$ cat config.mk
export PLATFORM = sky130hd
export DESIGN_NAME = controle_partida
export DESIGN_NICKNAME = d
export VERILOG_FILES = /design/src/rtl/partida_pkg.sv /design/src/rtl/contador_saturado.sv /design/src/rtl/controle_partida.sv
export SDC_FILE = /design/constraint.sdc
export NUM_CORES = 1
export LEC_CHECK = 0
export CAP_MARGIN = 20
export CORE_MARGIN = 10
export CORE_UTILIZATION = 47
export CTS_CLUSTER_SIZE = 30
export DETAILED_ROUTE_END_ITERATION = 12
export HOLD_SLACK_MARGIN = 0.12
export PLACE_DENSITY_LB_ADDON = 0.15
export SYNTH_ARGS = -nofsm -noshare
export SYNTH_HDL_FRONTEND = slang
export SYNTH_SLANG_ARGS = --single-unit
$ cat constraint.sdc
create_clock -name clock -period 2.23 [get_ports clock]
set_input_delay 0.669 -clock clock [delete_from_list [all_inputs] [get_ports clock]]
set_output_delay 0.669 -clock clock [all_outputs]
set_load 0.02 [all_outputs]
$ cat src/rtl/partida_pkg.sv
// ----------------------------------------------------------------------------
// partida_pkg
// Shared definitions for the round sequencer of the game:
//   - state codes of the controle_partida FSM (3-bit, also exported on `estado`)
//   - widths of the hit counter, miss counter and message timer
//   - lives encoding used by the miss counter (00 = full lives, 11 = none left)
// No ports; imported by controle_partida and contador_saturado.
// ----------------------------------------------------------------------------
package partida_pkg;

  localparam int ESTADO_W  = 3;
  localparam int ACERTOS_W = 4;
  localparam int ERROS_W   = 2;
  localparam int TIMER_W   = 4;

  localparam logic [ERROS_W-1:0] VIDAS_CHEIA = 2'b00;
  localparam logic [ERROS_W-1:0] VIDAS_ZERO  = 2'b11;

  typedef enum logic [ESTADO_W-1:0] {
    OCIOSO  = 3'd0,
    ESPERA  = 3'd1,
    ACERTO  = 3'd2,
    ERRO    = 3'd3,
    VITORIA = 3'd4,
    DERROTA = 3'd5
  } estado_t;

  // True in the two terminal states, where the game is over.
  function automatic logic fim_de_jogo(input estado_t e);
    return (e == VITORIA) || (e == DERROTA);
  endfunction

endpackage

$ cat src/rtl/contador_saturado.sv
// ----------------------------------------------------------------------------
// contador_saturado
// Up-counter that stops at LIMITE instead of wrapping.
// Parameters:
//   W       counter width
//   LIMITE  highest value the counter may reach
// Ports:
//   clock       in  system clock, rising edge
//   reset       in  synchronous, active-low reset (count goes to 0)
//   limpa       in  synchronous clear, takes priority over increment
//   incrementa  in  increment enable
//   contagem    out current count
// ----------------------------------------------------------------------------
module contador_saturado
  import partida_pkg::*;
#(
  parameter int             W      = 4,
  parameter logic [W-1:0]   LIMITE = '1
) (
  input  logic         clock,
  input  logic         reset,
  input  logic         limpa,
  input  logic         incrementa,
  output logic [W-1:0] contagem
);

  logic [W-1:0] contagem_q;
  logic [W-1:0] contagem_d;

  // The less-than test also holds any value above LIMITE rather than
  // letting it run on to the wrap point.
  always_comb begin
    contagem_d = contagem_q;
    if (limpa) begin
      contagem_d = '0;
    end else if (incrementa && (contagem_q < LIMITE)) begin
      contagem_d = contagem_q + 1'b1;
    end
  end

  always_ff @(posedge clock) begin
    if (!reset) begin
      contagem_q <= '0;
    end else begin
      contagem_q <= contagem_d;
    end
  end

  assign contagem = contagem_q;

endmodule

$ cat src/rtl/controle_partida.sv
// ----------------------------------------------------------------------------
// controle_partida
// Round sequencer: accepts shots through a ready/valid handshake
// (pronto/jogada), counts hits and misses with saturating counters, holds a
// hit or miss message for TEMPO_MSG cycles after every shot and then ends the
// game with victory (NUM_ALVOS hits) or defeat (MAX_ERROS misses).
// Parameters:
//   NUM_ALVOS  hits needed for victory   (1..15)
//   MAX_ERROS  misses that cause defeat  (1..3)
//   TEMPO_MSG  message length in cycles  (1..15)
// Ports:
//   clock       in  system clock, rising edge
//   reset       in  synchronous, active-low reset
//   iniciar     in  start/restart request (level)
//   jogada      in  shot valid
//   acerto      in  hit flag, meaningful with jogada
//   pronto      out ready to accept a shot
//   erros       out miss count in lives encoding (saturates at MAX_ERROS)
//   acertos     out hit count (saturates at NUM_ALVOS)
//   msg_acerto  out hit message active
//   msg_erro    out miss message active
//   fim         out game over
//   vitoria     out game over with a win
//   derrota     out game over with a loss
//   estado      out current state code, for debug/display
// All outputs are decoded from flops only; no input reaches an output
// combinationally.
// ----------------------------------------------------------------------------
module controle_partida
  import partida_pkg::*;
#(
  parameter int NUM_ALVOS = 5,
  parameter int MAX_ERROS = 3,
  parameter int TEMPO_MSG = 4
) (
  input  logic                 clock,
  input  logic                 reset,
  input  logic                 iniciar,
  input  logic                 jogada,
  input  logic                 acerto,
  output logic                 pronto,
  output logic [ERROS_W-1:0]   erros,
  output logic [ACERTOS_W-1:0] acertos,
  output logic                 msg_acerto,
  output logic                 msg_erro,
  output logic                 fim,
  output logic                 vitoria,
  output logic                 derrota,
  output logic [ESTADO_W-1:0]  estado
);

  localparam logic [ACERTOS_W-1:0] LIMITE_ACERTOS = ACERTOS_W'(NUM_ALVOS);
  localparam logic [ERROS_W-1:0]   LIMITE_ERROS   = ERROS_W'(MAX_ERROS);
  // The timer counts down to zero inclusive, so loading TEMPO_MSG-1 keeps
  // the message up for exactly TEMPO_MSG cycles.
  localparam logic [TIMER_W-1:0]   CARGA_TIMER    = TIMER_W'(TEMPO_MSG - 1);

  estado_t              estado_q;
  estado_t              estado_d;
  logic [TIMER_W-1:0]   timer_q;
  logic [TIMER_W-1:0]   timer_d;

  logic                 limpa_contadores;
  logic                 inc_acertos;
  logic                 inc_erros;
  logic [ACERTOS_W-1:0] acertos_cnt;
  logic [ERROS_W-1:0]   erros_cnt;

  contador_saturado #(
    .W      (ACERTOS_W),
    .LIMITE (LIMITE_ACERTOS)
  ) u_cont_acertos (
    .clock      (clock),
    .reset      (reset),
    .limpa      (limpa_contadores),
    .incrementa (inc_acertos),
    .contagem   (acertos_cnt)
  );

  contador_saturado #(
    .W      (ERROS_W),
    .LIMITE (LIMITE_ERROS)
  ) u_cont_erros (
    .clock      (clock),
    .reset      (reset),
    .limpa      (limpa_contadores),
    .incrementa (inc_erros),
    .contagem   (erros_cnt)
  );

  // Next-state logic. jogada is only looked at in ESPERA and iniciar only in
  // the idle/terminal states, so a restart request always beats a
  // simultaneous shot and no shot is ever remembered for later.
  always_comb begin
    estado_d         = estado_q;
    timer_d          = timer_q;
    limpa_contadores = 1'b0;
    inc_acertos      = 1'b0;
    inc_erros        = 1'b0;

    case (estado_q)
      OCIOSO, VITORIA, DERROTA: begin
        if (iniciar) begin
          limpa_contadores = 1'b1;
          timer_d          = '0;
          estado_d         = ESPERA;
        end
      end

      ESPERA: begin
        if (jogada) begin
          timer_d = CARGA_TIMER;
          if (acerto) begin
            inc_acertos = 1'b1;
            estado_d    = ACERTO;
          end else begin
            inc_erros = 1'b1;
            estado_d  = ERRO;
          end
        end
      end

      ACERTO: begin
        if (timer_q != '0) begin
          timer_d = timer_q - 1'b1;
        end else if (acertos_cnt == LIMITE_ACERTOS) begin
          estado_d = VITORIA;
        end else begin
          estado_d = ESPERA;
        end
      end

      ERRO: begin
        if (timer_q != '0) begin
          timer_d = timer_q - 1'b1;
        end else if (erros_cnt == LIMITE_ERROS) begin
          estado_d = DERROTA;
        end else begin
          estado_d = ESPERA;
        end
      end

      // Codes 6 and 7: recover to a clean idle game.
      default: begin
        estado_d         = OCIOSO;
        timer_d          = '0;
        limpa_contadores = 1'b1;
      end
    endcase
  end

  always_ff @(posedge clock) begin
    if (!reset) begin
      estado_q <= OCIOSO;
      timer_q  <= '0;
    end else begin
      estado_q <= estado_d;
      timer_q  <= timer_d;
    end
  end

  // Moore output decode. Counters are forced to their cleared value in
  // OCIOSO so that state reads as all zeros.
  always_comb begin
    pronto     = (estado_q == ESPERA);
    msg_acerto = (estado_q == ACERTO);
    msg_erro   = (estado_q == ERRO);
    vitoria    = (estado_q == VITORIA);
    derrota    = (estado_q == DERROTA);
    fim        = fim_de_jogo(estado_q);
    estado     = estado_q;
    erros      = erros_cnt;
    acertos    = acertos_cnt;
    if (estado_q == OCIOSO) begin
      erros   = VIDAS_CHEIA;
      acertos = '0;
    end
  end

endmodule

; After elaboration in Yosys (flattened, before gate mapping)
; Cells that the tools add are included.
[word_totals]
regBits = 13
in_bits = 5
elab_cells = 55
out_inout_bits = 15
[op_classes]
n_reduce_logical = 11
eq_ne = 12
muxes = 22
addsub = 3
n_bitwise = 1
order_cmp = 2
[op_table]
columns = operator, count
row1 = $mux 3, 6
row2 = $mux 4, 4
row3 = $pmux 3 s4, 1
row4 = $pmux 4 s3, 1
row5 = $mux 1, 8
row6 = $ne 2x2->1 const B, 4
row7 = $eq 3x2->1 const B, 2
row8 = $eq 3x3->1 const B, 2
row9 = $reduce_or 3->1, 2
row10 = $add 4x1->4 const B, 1
row11 = $eq 4x3->1 const B, 1
row12 = $lt 4x3->1 const B, 1
row13 = $reduce_and 4->1, 1
row14 = $reduce_bool 4->1, 1
row15 = $reduce_or 2->1, 2
row16 = $sub 4x1->4 const B, 1
row17 = $eq 3x1->1 const B, 1
row18 = $logic_not 3->1, 1
row19 = $reduce_and 3->1, 1
row20 = $add 2x1->2 const B, 1
row21 = $eq 2x2->1 const B, 1
row22 = $logic_and 1x1->1, 2
row23 = $lt 2x2->1 const B, 1
row24 = $mux 2, 1
row25 = 4 further kinds, 4

; Longest topological paths before layout
; Gate-level depths: netlist (run 1).
[depth]
ltp_word = 4
ltp_mapped = 7
ltp_nobuf = 6

; Cells and area by module
; Synthesis (run 1) repeated with hierarchy kept, for this count alone.
[unflattened]
hier_cells = 105
hier_area_um2 = 852.1
[modules_own_cells]
columns = module, instances, area_per_inst_um2, seq_area_each_um2, cells_per_inst
row1 = controle_partida, 1, 526.8, 140.1, 72
row2 = contador_saturado (u_cont_acertos), 1, 226.5, 80.1, 24
row3 = contador_saturado (u_cont_erros), 1, 98.8, 40.0, 9

; Worst setup path after synthesis (run 1)
; OpenSTA, ideal clock, no wires.
[synth_path]
path_kind = register -> output
startpoint = register estado_q[2], in the netlist estado[2]
endpoint = output port derrota
setup_slack_ns = 0.299
stages_incl_launch_ff = 5
n_path_buf = 1
arrival_time_ns = 1.262
required_time_ns = 1.561
cell_sequence = dfxtp_1 buf_6 inv_1 nor2_1 and2_1
[synth_via]
elab_chain_cells = 1
[synth_lines]
columns = element, line_no
row1 = from (decl), controle_partida.sv:58  ; estado_t estado_q;
row2 = from (signal assigned), controle_partida.sv:157  ; estado_q <= estado_d;
row3 = $eq 3x3->1, controle_partida.sv:169  ; derrota = (estado_q == DERROTA);
row4 = to (decl), controle_partida.sv:48  ; output logic derrota,
; Every way passes these cells.

; Worst setup path after layout (run 1)
[layout_path]
startpoint = register estado_q[0], in the netlist estado[0]
endpoint = output port estado[0]
[layout_rtl]
columns = element, line_no
row1 = to (decl), controle_partida.sv:49  ; output logic [ESTADO_W-1:0] estado
; No word-level cell between the ends.

==> results of run 1 <==
-- area by class of cell --
| type | instances | area (µm²) |
|---|---|---|
| clock buffers | 4 | 26.3 |
| well taps | 17 | 21.3 |
| flip-flops and latches | 13 | 263 |
| repair buffers | 24 | 216 |
| fillers | 167 | 616 |
| multi-input cells | 79 | 520 |
| inverters | 7 | 26.3 |
-- final timing paths --
kind	from	end	slack [ns]	depth (start not counted)
min reg2reg	timer_q[3]$_SDFFE_PN0P_	timer_q[3]$_SDFFE_PN0P_	0.50	2
max	estado[0]$_SDFFE_PN0P_	estado[0]	0.08	2
min	timer_q[3]$_SDFFE_PN0P_	timer_q[3]$_SDFFE_PN0P_	0.50	2
max reg2reg	timer_q[0]$_SDFFE_PN0P_	timer_q[1]$_SDFFE_PN0P_	0.56	6
-- power by group through the flow --
stage / combinational [µW] / clock, µW / sequential, µW
after floorplan: 191 / 0 / 280
after global placement: 287 / 0 / 278
after detailed placement: 290 / 0 / 279
after CTS: 293 / 152 / 277
after global routing: 319 / 163 / 281
final: 293 / 148 / 277
-- timing repair --
| item | in CTS | in global routing |
|---|---|---|
| hold buffers | 0 | 0 |
| gates resized for setup | 15 | 1 |
| endpoints found under the setup margin | 12 | 1 |
| cloned | 0 | 0 |
-- stage by stage --
step	cell area, µm²	utilization, %	setup slack (ns)	total power (µW)
CTS	1070	63.4	0.000803	722
global placement	1040	61.9	0.00355	565
finish	1070	63.6	0.0752	718
detailed placement	1040	61.9	-0.0317	569
floorplan	821	-	0.299	471
global route	1070	63.6	0.0134	764
-- sequential cells by signal (all words and copies together), names as in the netlist --
name / count
estado: 3
timer_q: 4
u_cont_acertos.contagem: 4
u_cont_erros.contagem: 2
-- synth_stat cells, drive strengths merged (2+ instances only) --
library cell	count	area, µm²
a21o	2	15.0
a21oi	9	48.8
and2	2	12.5
buf	3	21.3
dfxtp	13	260
ha	6	75.1
inv	7	26.3
mux2i	2	20.0
nand2	3	11.3
nand4b	2	17.5
nor2	21	78.8
nor2b	5	31.3
nor3	6	30.0
o21ai	3	15.0
xnor2	2	17.5
-- per-layer routing --
layer	wire [µm]	share of wire, %
met1	928	48
met2	904	47
met3	89	4.6
met4	12	0.62
met5	0	0
-- placed cells by master (no fill, tap or decap), types with 2 or more instances in the layout --
cell             Yosys  routed
dfxtp_2              0       2
and2_1               2       2
xnor2_1              2       2
dfxtp_1             13      11
buf_4                0       5
nand2_1              3       3
clkdlybuf4s50_1      0       7
ha_1                 6       6
dlygate4sd2_1        0      11
nor2_1              21      21
mux2i_1              2       2
inv_1                7       7
nor3_1               6       5
nor2b_1              5       5
a21o_1               2       2
o21ai_0              2       2
clkbuf_4             0       3
nand4b_1             2       2
a21oi_1              8       8
-- cells by family (layout without fill, tap and decap cells) --
kind of cell    after synthesis  in the layout  synth area share [%]
simple gates                 48             48                  31.6
compound gates               20             20                  15.7
flops                        13             13                  31.7
buf+inv                      11             35                  6.25
fa+ha+maj                     6              6                  9.15
xor+xnor                      3              3                  3.20
mux                           2              2                  2.44
-- tightest hold or removal path, stage by stage (launching register included) --
cell     delay (ns)
dfxtp_1        0.32
o21ai_0        0.07
a21oi_1        0.06
==> reports/metrics.cfg, run 1 <==
[grt]
grt_first_pass_wirelength_mm=3.04
grt_usage_pct=10.2
grt_busiest_layer=met2
grt_use_met2_pct=17.7
grtUsageMet3_pct=2.44
grt_antenna_before_repair=0
use_met1_pct=12.2
grt_start_max_net_pins=11
grt_pass1_vias=723
grt-ovfl-total=0

[power_and_ir_drop]
power_switching_uw=268
p_int_uw=449
power_switching_share_pct=37.4
ir_drop_uv=538
comb_power_share_pct=40.8
powerDensity_nw_per_um2=669
p_seq_share_pct=38.6
power_frac_clock_pct=20.6
power_leakage_uw=0.000498

[yosys]
async_reset_ff_share_pct=0
synth_area_per_cell_um2=7.97
synth_seq_cells=13
synth_edf_count=0
syn_area_um2=821
yosysWarnings=0
synthCells=103
yosysSeqAreaShare_pct=31.7
synth_ff_type=dfxtp_1
yosys.cell_types.count=35
syn_nets=114

[timing]
hold-worst-slack_ns=0.496
relSlewSlack_pct=66.6
fmax_mhz=464
skew_ns=0.00395
drv_slew=0
finalSetupTns_ns=0
rsz0062_at_grt=no
hold_violations=0
worst_pin_slew_ns=0.498
setup_viol=0
period_share_pct=96.6
period_needed_ns=2.15

[worst_setup_path]
crit_family=buffers and inverters
crit_type=register to output pin
critPathMaxStageDelay_ns=0.60
crit_required_ns=1.56
cp_max_fo=6
path_cells=buf_4, clkdlybuf4s50_1
cp.arrival_ns=1.49
cp-start-kind=register
cp-end-kind=output pin
slowest_stage=clkdlybuf4s50_1
path_buf_inv=2

[worst_hold_path]
hp-class=register to register

[placement]
place.gp.congestion=0.804
post-dp-hpwl_mm=1.52
placed_cells=140
io_buffer_count=19

[layout]
layout.nets=139
syn2layout_area_growth_pct=30.8
fin_cells=144
antennaDiodeCount=0
drive_gt1_share_pct=12.6

[drt]
num_vias=768
viasPerCell=5.33
routed_wl_mm=1.93
drt_iter0_drc=10
wl_per_cell_um=13.4
postRouteAntennaNets=0
drcViolationCount=0
drtPass1Iterations=4

[floorplanning]
num_rows=15
fp.coreArea_um2=1690
die_h_um=61.8
die-width_um=61.8
die_area_um2=3820
pin_count=20
initial_core_util_pct=48.6

[clock_network]
cts_tree=done
cts_max_level=1
numCtsBuffers=3
postCtsSetupBuffers=0
insertion_delay_ns=0.27
root_buffer=clkbuf_4
cts.sinks=13
cts_buffer_depth=2
clk_pin_slew_ns=0.08

[status]
status=finished clean

[flow_run]
drv_cap=0

Power figures use the tool's default switching activity.
==> run 2, diff against run 1 <==
Settings changed: CORE_MARGIN 10 to default, PLACE_DENSITY from default to 0.81, PLACE_DENSITY_LB_ADDON 0.15 to default, SKIP_CTS_REPAIR_TIMING from default to 1.
==> run 2 against run 1 <==
  * The flow now finishes with violations (DRC)
  * Wire length increased by 0.83%
  * Clock skew is 0.0017 ns higher
  * Largest cell class unchanged
  * Combinational power about the same
  * Critical endpoint unchanged
==> reports/metrics.cfg, run 2 (synthesized netlist as in run 1, its figures left out) <==
[drt]
drtPass1Iterations=8  ; +4
viasPerCell=5.38  ; +0.91%
wl_per_cell_um=13.5  ; +0.83%
routed_wl_mm=1.95  ; +0.83%
postRouteAntennaNets=0  ; unchanged
drcViolationCount=1  ; +1
drt_iter0_drc=29  ; +19
num_vias=775  ; +0.91%

[placement]
placed_area_um2=1050  ; +0.60%
io_buffer_count=19  ; unchanged
place.gp.congestion=0.815  ; +1.4%
placed_cells=140  ; unchanged
post-dp-hpwl_mm=1.48  ; -2.8%

[worst_setup_path]
cp.arrival_ns=1.51  ; +0.02 ns
cp-start-kind=register
crit_family=buffers and inverters
slowest_stage=clkdlybuf4s50_1
path_buf_inv=2  ; unchanged
cp-end-kind=output pin
critPathMaxStageDelay_ns=0.60  ; about the same
crit_required_ns=1.56  ; about the same
path_cells=buf_4, clkdlybuf4s50_1
cp_max_fo=7  ; +1
crit_type=register to output pin

[timing]
hold-worst-slack_ns=0.487  ; -0.00946 ns
period_needed_ns=2.18  ; +0.0289 ns
hold_violations=0  ; unchanged
drv_slew=0  ; unchanged
rsz0062_at_grt=yes
relSlewSlack_pct=69.4  ; +2.8 points
fmax_mhz=458  ; -1.3%
skew_ns=0.00563  ; +0.00169 ns
worst_pin_slew_ns=0.456  ; -0.0414 ns
period_share_pct=97.9  ; +1.3 points
setup_viol=0  ; unchanged

[grt]
grt_usage_pct=23.1  ; +13 points
grt_antenna_before_repair=0  ; unchanged
grt_first_pass_wirelength_mm=3.24  ; +6.8%
grt_start_max_net_pins=11  ; unchanged
grt-ovfl-total=0  ; unchanged
grt_pass1_vias=741  ; +2.5%

[layout]
multi_input_area_um2=520  ; unchanged
nFillCells=127  ; -24%
drive_gt1_share_pct=13.3  ; +0.68 points
fin_cells=144  ; unchanged
fin_util_pct=71.1  ; +7.6 points
layout_common_cells=nor2_1 (21), dlymetal6s2s_1 (12), dfxtp_1 (11)
layout.nets=140  ; +0.72%
final_common_cell=nor2_1
regArea_um2=263  ; unchanged
antennaDiodeCount=0  ; unchanged
syn2layout_area_growth_pct=36.6
final_area_um2=1120  ; +4.4%

[power_and_ir_drop]
report.power.total_uw=732  ; +1.9%
power_leakage_uw=0.000651  ; +31%
ir_drop_uv=439  ; -18%
powerDensity_nw_per_um2=653  ; -2.4%

[floorplanning]
initial_core_util_pct=52.1  ; +3.5 points
pin_count=20  ; unchanged
die-width_um=43.8  ; -29%
fp.coreArea_um2=1580  ; -6.7%
num_rows=14  ; -1
die_area_um2=1920  ; -50%
die_h_um=43.8  ; -29%

[clock_network]
cts.sinks=13  ; unchanged
insertion_delay_ns=0.29  ; +0.02 ns
cts_max_level=1  ; unchanged
numCtsBuffers=3  ; unchanged
root_buffer=clkbuf_4
clk_pin_slew_ns=0.09  ; about the same
cts_tree=done
cts_buffer_depth=2  ; unchanged

[status]
violations=DRC
status=complete, but fails checks

[flow_run]
drv_cap=0  ; unchanged

[worst_hold_path]
hp-class=register to register

run 2: final timing paths:
check | startpoint | endpoint | slack, ns | cells after the start
hold reg to reg | timer_q[3]$_SDFFE_PN0P_ | timer_q[3]$_SDFFE_PN0P_ | 0.49 | 2
hold / removal | timer_q[3]$_SDFFE_PN0P_ | timer_q[3]$_SDFFE_PN0P_ | 0.49 | 2
setup / recovery | estado[0]$_SDFFE_PN0P_ | estado[0] | 0.05 | 2
setup reg to reg | timer_q[0]$_SDFFE_PN0P_ | timer_q[1]$_SDFFE_PN0P_ | 0.61 | 6
run 2: per-stage QoR:
| stage | setup slack, ns | TNS [ns] |
|---|---|---|
| finish | 0.0463 | 0 |
| global route | -0.0189 | -0.0189 |
| detailed placement | -0.0314 | -0.105 |
| CTS | -0.361 | -3.05 |
| floorplan | 0.299 | 0 |
| global placement | -0.00176 | -0.00482 |
run 2: worst reg2reg max path, stage by stage (launching register included):
cell	delay [ns]
dfxtp_1	0.34
inv_1	0.08
ha_1	0.14
or3b_1	0.43
or2_4	0.28
a21o_1	0.19
a21oi_2	0.10
run 2: power by group:
part	total, µW	internal, µW	switching (µW)
combinational	296	133	163
sequential	278	253	24.6
clock	158	69.7	88.5
total	732	456	276
run 2: per-layer routing:
layer | global-route usage, % | vias up | routed length (µm)
met2 | 38.2 | 20 | 959
met1 | 28.8 | 352 | 885
met4 | 10.0 | 0 | 25
li1 | - | 400 | -
met3 | 5.00 | 3 | 79
met5 | 0 | - | 0
run 2: area by class of cell:
type                            instances  share of cell area, %
Clock buffer                            4                   2.34
Inverter                                7                   2.34
Multi-Input combinational cell         79                   46.4
Sequential cell                        13                   23.4
Tap cell                               16                   1.79
Timing Repair Buffer                   25                   23.7
